===== config.mk =====
export PLATFORM = sky130hd
export DESIGN_NAME = regfile_writeback_flat
export DESIGN_NICKNAME = d
export VERILOG_FILES = /design/src/rtl/regfile_writeback_if.sv /design/src/rtl/regfile_writeback.sv /design/src/flat_wrapper.sv
export SDC_FILE = /design/constraint.sdc
export NUM_CORES = 1
export LEC_CHECK = 0
export ABC_CLOCK_PERIOD_IN_PS = 2400
export BUFFER_PORTS_ARGS = -buffer_cell sky130_fd_sc_hd__buf_2
export CORE_AREA = 4 4 134 136
export DETAILED_ROUTE_END_ITERATION = 8
export DIE_AREA = 0 0 138 140
export GPL_TIMING_DRIVEN = 0
export PLACE_DENSITY = 0.76
export RECOVER_POWER = 50
export SLEW_MARGIN = 10
export SYNTH_ARGS = -nofsm -noshare
export SYNTH_HDL_FRONTEND = slang
export SYNTH_SLANG_ARGS = --single-unit

===== constraint.sdc =====
create_clock -name clk -period 2.4 [get_ports clk]
set_input_delay 0.36 -clock clk [delete_from_list [all_inputs] [get_ports clk]]
set_output_delay 0.36 -clock clk [all_outputs]
set_load 0.01 [all_outputs]

===== src/rtl/regfile_writeback_if.sv =====
`default_nettype none
// ============================================================================
//  Module   : regfile_writeback_if
//  Purpose  : Bundles the producer handshakes (ALU and load unit), the stall
//             input and the GPR write-port / scoreboard outputs of
//             regfile_writeback.
//  Modports : slave  - the writeback block (consumes results, drives port)
//             master - the surrounding pipeline / testbench
//  Signals  : alu_valid/alu_ready/alu_rd/alu_data      ALU result channel
//             ld_valid/ld_ready/ld_rd/ld_word/ld_size/
//             ld_signed/ld_offset                      load result channel
//             stall                                    write-port hold
//             Regwrite/write_register/write_data       GPR write port
//             pending                                  per-GPR pending bits
//             occupancy                                FIFO entry count
//  Revision : 1.0  initial release
// ============================================================================
interface regfile_writeback_if #(
    parameter int DEPTH = 4
);
    localparam int PTR_W = $clog2(DEPTH);

    logic               alu_valid;
    logic               alu_ready;
    logic [4:0]         alu_rd;
    logic [31:0]        alu_data;

    logic               ld_valid;
    logic               ld_ready;
    logic [4:0]         ld_rd;
    logic [31:0]        ld_word;
    logic [1:0]         ld_size;
    logic               ld_signed;
    logic [1:0]         ld_offset;

    logic               stall;

    logic               Regwrite;
    logic [4:0]         write_register;
    logic [31:0]        write_data;
    logic [31:0]        pending;
    logic [PTR_W:0]     occupancy;

    modport slave (
        input  alu_valid, alu_rd, alu_data,
        input  ld_valid, ld_rd, ld_word, ld_size, ld_signed, ld_offset,
        input  stall,
        output alu_ready, ld_ready,
        output Regwrite, write_register, write_data, pending, occupancy
    );

    modport master (
        output alu_valid, alu_rd, alu_data,
        output ld_valid, ld_rd, ld_word, ld_size, ld_signed, ld_offset,
        output stall,
        input  alu_ready, ld_ready,
        input  Regwrite, write_register, write_data, pending, occupancy
    );
endinterface
`default_nettype wire


===== src/rtl/regfile_writeback.sv =====
`default_nettype none
// ============================================================================
//  Module   : regfile_writeback
//  Purpose  : Write-port driver for the 32-entry MIPS GPR file. Accepts
//             results from the ALU and the load unit (load has priority),
//             extracts/extends load bytes and halfwords, queues results in an
//             in-order FIFO and issues at most one GPR write per cycle.
//             Exports a pending-write scoreboard for hazard detection.
//  Ports    : clk    - clock
//             reset  - synchronous, active-high reset
//             wb     - regfile_writeback_if.slave (producers, stall, write
//                      port, pending, occupancy)
//  Options  : WB_BYPASS_EN - when defined, a result arriving while the FIFO
//             is empty and the port is not stalled is written in the same
//             cycle instead of being enqueued.
//  Revision : 1.0  initial release
// ============================================================================
module regfile_writeback #(
    parameter int DEPTH = 4
) (
    input  wire logic           clk,
    input  wire logic           reset,
    regfile_writeback_if.slave  wb
);
    localparam int PTR_W = $clog2(DEPTH);

    // ------------------------------------------------------------------
    // Load data extraction (little-endian lanes)
    // ------------------------------------------------------------------
    function automatic logic [31:0] ld_extract(
        input logic [31:0] word,
        input logic [1:0]  size,
        input logic        sgn,
        input logic [1:0]  off
    );
        logic [7:0]  b;
        logic [15:0] h;
        logic [31:0] r;
        b = word[{off, 3'b000} +: 8];
        h = off[1] ? word[31:16] : word[15:0];
        case (size)
            2'b00:   r = {{24{sgn & b[7]}}, b};
            2'b01:   r = {{16{sgn & h[15]}}, h};
            default: r = word;
        endcase
        return r;
    endfunction

    // ------------------------------------------------------------------
    // State
    // ------------------------------------------------------------------
    logic [4:0]       rd_mem_q   [DEPTH];
    logic [31:0]      data_mem_q [DEPTH];
    logic [DEPTH-1:0] vld_q,    vld_d;
    logic [PTR_W-1:0] wr_ptr_q, wr_ptr_d;
    logic [PTR_W-1:0] rd_ptr_q, rd_ptr_d;
    logic [PTR_W:0]   count_q,  count_d;

    // ------------------------------------------------------------------
    // Handshake and input selection
    // ------------------------------------------------------------------
    logic        full, empty;
    logic        ld_fire, alu_fire, in_fire;
    logic [4:0]  in_rd;
    logic [31:0] in_data;
    logic        keep, bypass, push, pop;

    assign full  = (count_q == (PTR_W+1)'(DEPTH));
    assign empty = (count_q == '0);

    assign wb.ld_ready  = ~reset & ~full;
    assign wb.alu_ready = ~reset & ~full & ~wb.ld_valid;

    assign ld_fire  = wb.ld_valid  & wb.ld_ready;
    assign alu_fire = wb.alu_valid & wb.alu_ready;
    assign in_fire  = ld_fire | alu_fire;

    // Readies are mutually exclusive, so at most one source fires.
    assign in_rd   = ld_fire ? wb.ld_rd : wb.alu_rd;
    assign in_data = ld_fire ? ld_extract(wb.ld_word, wb.ld_size,
                                          wb.ld_signed, wb.ld_offset)
                             : wb.alu_data;

    // Writes to $0 complete the handshake and are then dropped.
    assign keep = in_fire & (in_rd != 5'd0);

`ifdef WB_BYPASS_EN
    // An empty queue means no older write can be overtaken.
    assign bypass = keep & empty & ~wb.stall;
`else
    assign bypass = 1'b0;
`endif

    assign push = keep & ~bypass;
    assign pop  = ~reset & ~empty & ~wb.stall;

    // ------------------------------------------------------------------
    // Write port (combinational from FIFO head or bypassed input)
    // ------------------------------------------------------------------
    always_comb begin
        wb.Regwrite       = 1'b0;
        wb.write_register = 5'd0;
        wb.write_data     = 32'd0;
        if (bypass) begin
            wb.Regwrite       = 1'b1;
            wb.write_register = in_rd;
            wb.write_data     = in_data;
        end else if (pop) begin
            wb.Regwrite       = 1'b1;
            wb.write_register = rd_mem_q[rd_ptr_q];
            wb.write_data     = data_mem_q[rd_ptr_q];
        end
    end

    // ------------------------------------------------------------------
    // Scoreboard: one bit per GPR targeted by any queued entry
    // ------------------------------------------------------------------
    always_comb begin
        wb.pending = 32'd0;
        for (int i = 0; i < DEPTH; i++) begin
            if (vld_q[i]) begin
                wb.pending[rd_mem_q[i]] = 1'b1;
            end
        end
        if (reset) begin
            wb.pending = 32'd0;
        end
    end

    assign wb.occupancy = count_q;

    // ------------------------------------------------------------------
    // Next-state
    // ------------------------------------------------------------------
    always_comb begin
        wr_ptr_d = wr_ptr_q;
        rd_ptr_d = rd_ptr_q;
        vld_d    = vld_q;
        count_d  = count_q + {{PTR_W{1'b0}}, push} - {{PTR_W{1'b0}}, pop};
        // Push and pop never target the same slot: pop needs a non-empty
        // queue and push needs a non-full one.
        if (pop) begin
            rd_ptr_d         = rd_ptr_q + PTR_W'(1);
            vld_d[rd_ptr_q]  = 1'b0;
        end
        if (push) begin
            wr_ptr_d         = wr_ptr_q + PTR_W'(1);
            vld_d[wr_ptr_q]  = 1'b1;
        end
    end

    always_ff @(posedge clk) begin
        if (reset) begin
            wr_ptr_q <= '0;
            rd_ptr_q <= '0;
            count_q  <= '0;
            vld_q    <= '0;
        end else begin
            wr_ptr_q <= wr_ptr_d;
            rd_ptr_q <= rd_ptr_d;
            count_q  <= count_d;
            vld_q    <= vld_d;
        end
    end

    // Payload storage needs no reset; validity is tracked by vld_q.
    always_ff @(posedge clk) begin
        if (push) begin
            rd_mem_q[wr_ptr_q]   <= in_rd;
            data_mem_q[wr_ptr_q] <= in_data;
        end
    end

endmodule
`default_nettype wire

===== src/flat_wrapper.sv =====
// flat-port wrapper written by rule: the top's interface ports become plain ports
module regfile_writeback_flat 
#(
    parameter int DEPTH = 4
)
  (clk, reset, wb_alu_valid, wb_alu_rd, wb_alu_data, wb_ld_valid, wb_ld_rd, wb_ld_word, wb_ld_size, wb_ld_signed, wb_ld_offset, wb_stall, wb_alu_ready, wb_ld_ready, wb_Regwrite, wb_write_register, wb_write_data, wb_pending, wb_occupancy);
  regfile_writeback_if #(.DEPTH(DEPTH)) wb_i ();
  input  wire logic clk;
  input  wire logic reset;
  input wire logic [$bits(wb_i.alu_valid)-1:0] wb_alu_valid;
  input wire logic [$bits(wb_i.alu_rd)-1:0] wb_alu_rd;
  input wire logic [$bits(wb_i.alu_data)-1:0] wb_alu_data;
  input wire logic [$bits(wb_i.ld_valid)-1:0] wb_ld_valid;
  input wire logic [$bits(wb_i.ld_rd)-1:0] wb_ld_rd;
  input wire logic [$bits(wb_i.ld_word)-1:0] wb_ld_word;
  input wire logic [$bits(wb_i.ld_size)-1:0] wb_ld_size;
  input wire logic [$bits(wb_i.ld_signed)-1:0] wb_ld_signed;
  input wire logic [$bits(wb_i.ld_offset)-1:0] wb_ld_offset;
  input wire logic [$bits(wb_i.stall)-1:0] wb_stall;
  output wire logic [$bits(wb_i.alu_ready)-1:0] wb_alu_ready;
  output wire logic [$bits(wb_i.ld_ready)-1:0] wb_ld_ready;
  output wire logic [$bits(wb_i.Regwrite)-1:0] wb_Regwrite;
  output wire logic [$bits(wb_i.write_register)-1:0] wb_write_register;
  output wire logic [$bits(wb_i.write_data)-1:0] wb_write_data;
  output wire logic [$bits(wb_i.pending)-1:0] wb_pending;
  output wire logic [$bits(wb_i.occupancy)-1:0] wb_occupancy;
  assign wb_i.alu_valid = wb_alu_valid;
  assign wb_i.alu_rd = wb_alu_rd;
  assign wb_i.alu_data = wb_alu_data;
  assign wb_i.ld_valid = wb_ld_valid;
  assign wb_i.ld_rd = wb_ld_rd;
  assign wb_i.ld_word = wb_ld_word;
  assign wb_i.ld_size = wb_ld_size;
  assign wb_i.ld_signed = wb_ld_signed;
  assign wb_i.ld_offset = wb_ld_offset;
  assign wb_i.stall = wb_stall;
  assign wb_alu_ready = wb_i.alu_ready;
  assign wb_ld_ready = wb_i.ld_ready;
  assign wb_Regwrite = wb_i.Regwrite;
  assign wb_write_register = wb_i.write_register;
  assign wb_write_data = wb_i.write_data;
  assign wb_pending = wb_i.pending;
  assign wb_occupancy = wb_i.occupancy;
  regfile_writeback #(.DEPTH(DEPTH)) u_core (.clk(clk), .reset(reset), .wb(wb_i));
endmodule

==> impl_metrics.yaml <==
global_route:
  grt_pass1_wl_mm: 35.8
  grt_max_degree: 39
  gr-usage-all-layers_pct: 23.7
  antenna_found_initial: 0
  overflow: 0
  grt_pass1_vias: 6410
timing:
  setup_violations: 0
  finalHoldViolCount: 0
  tightest_slew_ns: 0.615
  rsz0062_at_grt: "yes"
  fin_worst_skew_ns: 0.00812
  period_minus_slack_ns: 2.37
  relSlewSlack_pct: 59.0
  max_freq_ghz: 0.423
  tns_ns: 0
  period_share_pct: 98.6
  finalMaxSlewViolations: 0
synthesis:
  syn_area_mm2: 0.00841
  ys.flop_type: "edfxtp_1"
  synth_most_common_cell: "edfxtp_1"
  ys_ff_latch: 161
  ys_seq_area_share_pct: 55.9
  synth_cells: 685
  synth_edf_count: 148
  synthTopCellsByCount: "edfxtp_1 (148), nor2_1 (59), nand2_1 (55)"
  yosysTopAreaCell: "edfxtp_1"
  ys_types: 50
  syn-num-nets: 780
  netlist.area_leader.share_pct: 52.8
  ys_warn_count: 0
  synthArstFlopShare_pct: 0
  avgSynthCellArea_um2: 12.3
  synth_area_leaders: "edfxtp_1 (53%), mux4_2 (10%), dfxtp_1 (3.1%)"
flow_run:
  maxCapViolations: 0
place:
  post-dp-hpwl_mm: 16.3
  placed_cell_area_mm2: 0.00949
  port_buffers: 158
  gp_congestion: 0.961
floorplanning:
  placement_rows: 48
  core_area_mm2: 0.0169
  dieHeight_um: 140
  start_util_pct: 49.7
  die_x_um: 138
  die_area_mm2: 0.0193
  io_pins: 159
detailed_routing:
  totalWireLength_mm: 23.6
  avgRoutedWirePerCell_um: 21.4
  drt_iter0_drc: 715
  drc: 0
  vias: 6654
  post_drt_via_cell_ratio: 6.05
  antenna_left: 0
  first_pass_iters: 6
clock_network:
  clkSinkCount: 161
  root_buffer: "clkbuf_16"
  clk_pin_slew_ns: 0.06
  clk-insertion-delay-late_ns: 0.42
  cts_buffers: 17
  htree_levels: 4
  cts_hold_buf: 0
  clock_path_buffers: 2
  cts_tree: "yes"
finish:
  area_delta_synth_final_pct: 23.1
  drive_gt1_share_pct: 35.6
  fin_nets: 957
  diodes: 0
  design_area_mm2: 0.0104
worst_setup_path:
  end_kind: "output pin"
  critPathRequiredTime_ns: 2.04
  path_max_fanout: 6
  path_class: "flop to output pin"
  crit_arrival_ns: 2.01
  startpoint_type: "flop"
pwr:
  pwr-share-seq_pct: 42.7
  p_int_mw: 6.31
  swShare_pct: 30.2
  switchingPower_mw: 2.73
  p_leak_nw: 3.83
  finalPower_mw: 9.04
  max-vdd-ir-drop_v: 0.000650
  p_per_area_mw_per_mm2: 873
  p_clk_share_pct: 29.0
  p_comb_share_pct: 28.3
outcome:
  status: "finished, final reports clean"
hold_path:
  hold_path.class: "input port to flop"
[worst paths after layout]
| kind | cells past startpoint | slack, ns | from | endpoint |
|---|---|---|---|---|
| max reg2reg | 11 | 0.16 | u_core.wb.occupancy[1]$_SDFF_PP0_ | u_core.wb.occupancy[2]$_SDFF_PP0_ |
| max | 6 | 0.03 | u_core.rd_mem_q[3][0]$_DFFE_PP_ | wb_pending[31] |
| min reg2reg | 2 | 0.52 | u_core.wr_ptr_q[0]$_SDFFE_PP0P_ | u_core.wr_ptr_q[0]$_SDFFE_PP0P_ |
| min | 3 | 0.31 | wb_stall | u_core.rd_ptr_q[0]$_SDFFE_PP0P_ |
[power groups by stage]
stage	Clock, mW	Combinational [mW]	Sequential, mW
finish	2.62	2.56	3.86
floorplan	0	1.63	3.78
global route	2.75	2.78	3.90
CTS	2.63	2.50	3.80
detailed placement	0	2.39	3.84
global placement	0	2.36	3.81
[metrics by stage]
step / setup WS, ns / utilization, % / std cells / hold slack (ns)
CTS: -0.235 / 60.1 / 1097 / 0.279
finish: 0.0335 / 61.1 / 1099 / 0.313
floorplan: 0.0105 / - / 685 / 0.473
detailed placement: -0.453 / 56.0 / 1068 / 0.515
global route: -0.00803 / 61.1 / 1099 / 0.327
global placement: -0.406 / 56.0 / 1068 / 0.497
[registers in the layout, summed over array words and instances (netlist names), named ones only]
signal,cells
u_core.wb.occupancy,3
u_core.data_mem_q,128
u_core.vld_q,4
u_core.wr_ptr_q,2
u_core.rd_mem_q,20
u_core.rd_ptr_q,2
[placed cells by master, fill, tap and decap left out, types with 8 or more instances in the layout]
cell and count:
buf_2 166, edfxtp_1 148, nor2_1 57, nand2_1 55
a21oi_1 43, and2_1 38, mux4_2 38, a22oi_1 32
o21ai_0 26, buf_4 18, clkbuf_16 17, nor3b_2 15
inv_1 14, nand3b_1 12, o22ai_1 12, nor3_1 11
a221oi_1 11, clkbuf_1 10, o21ai_1 10, ha_1 10
o21a_1 8, nand3_1 8, dfxtp_1 8
[layout make-up]
| cell class | count | area [µm²] |
|---|---|---|
| well taps | 225 | 282 |
| clock inverters | 12 | 136 |
| clock buffers | 19 | 433 |
| repair buffers | 171 | 888 |
| inverters | 16 | 62.6 |
| fillers | 1367 | 6580 |
| flip-flops and latches | 161 | 4710 |
| plain buffers | 35 | 246 |
| multi-input cells | 460 | 3590 |
[cell families (layout without fill, tap and decap cells)]
kind of cell | Yosys count | after routing | synth area share (%)
muxes | 48 | 48 | 11.5
buffers and inverters | 64 | 253 | 3.24
AOI/OAI and AO/OA | 165 | 165 | 12.8
and+or+nand+nor | 234 | 234 | 14.7
DFF | 161 | 161 | 55.9
adders and majority gates | 11 | 11 | 1.73
xor gates and xnor gates | 2 | 2 | 0.208
[critical path, cell delays in order (launching register included)]
cell	delay, ns
edfxtp_1	0.46
buf_4	0.19
and3_1	0.16
clkbuf_1	0.20
a221oi_1	0.36
nor2_1	0.07
buf_2	0.15
[layer usage]
metal  GRT usage, %  vias to the layer above  share of wire [%]
li1               -                     2970                  -
met1           31.3                     3161                 39
met2           38.5                      475                 47
met3           6.21                       48                 11
met4           8.01                        0                2.5
met5              0                        -                  0
[what timing repair did]
item,in CTS,in global routing
resized for setup,36,38
setup endpoints to repair,207,206
buffers inserted,0,13
No activity file was read; power rests on OpenSTA's default activity.
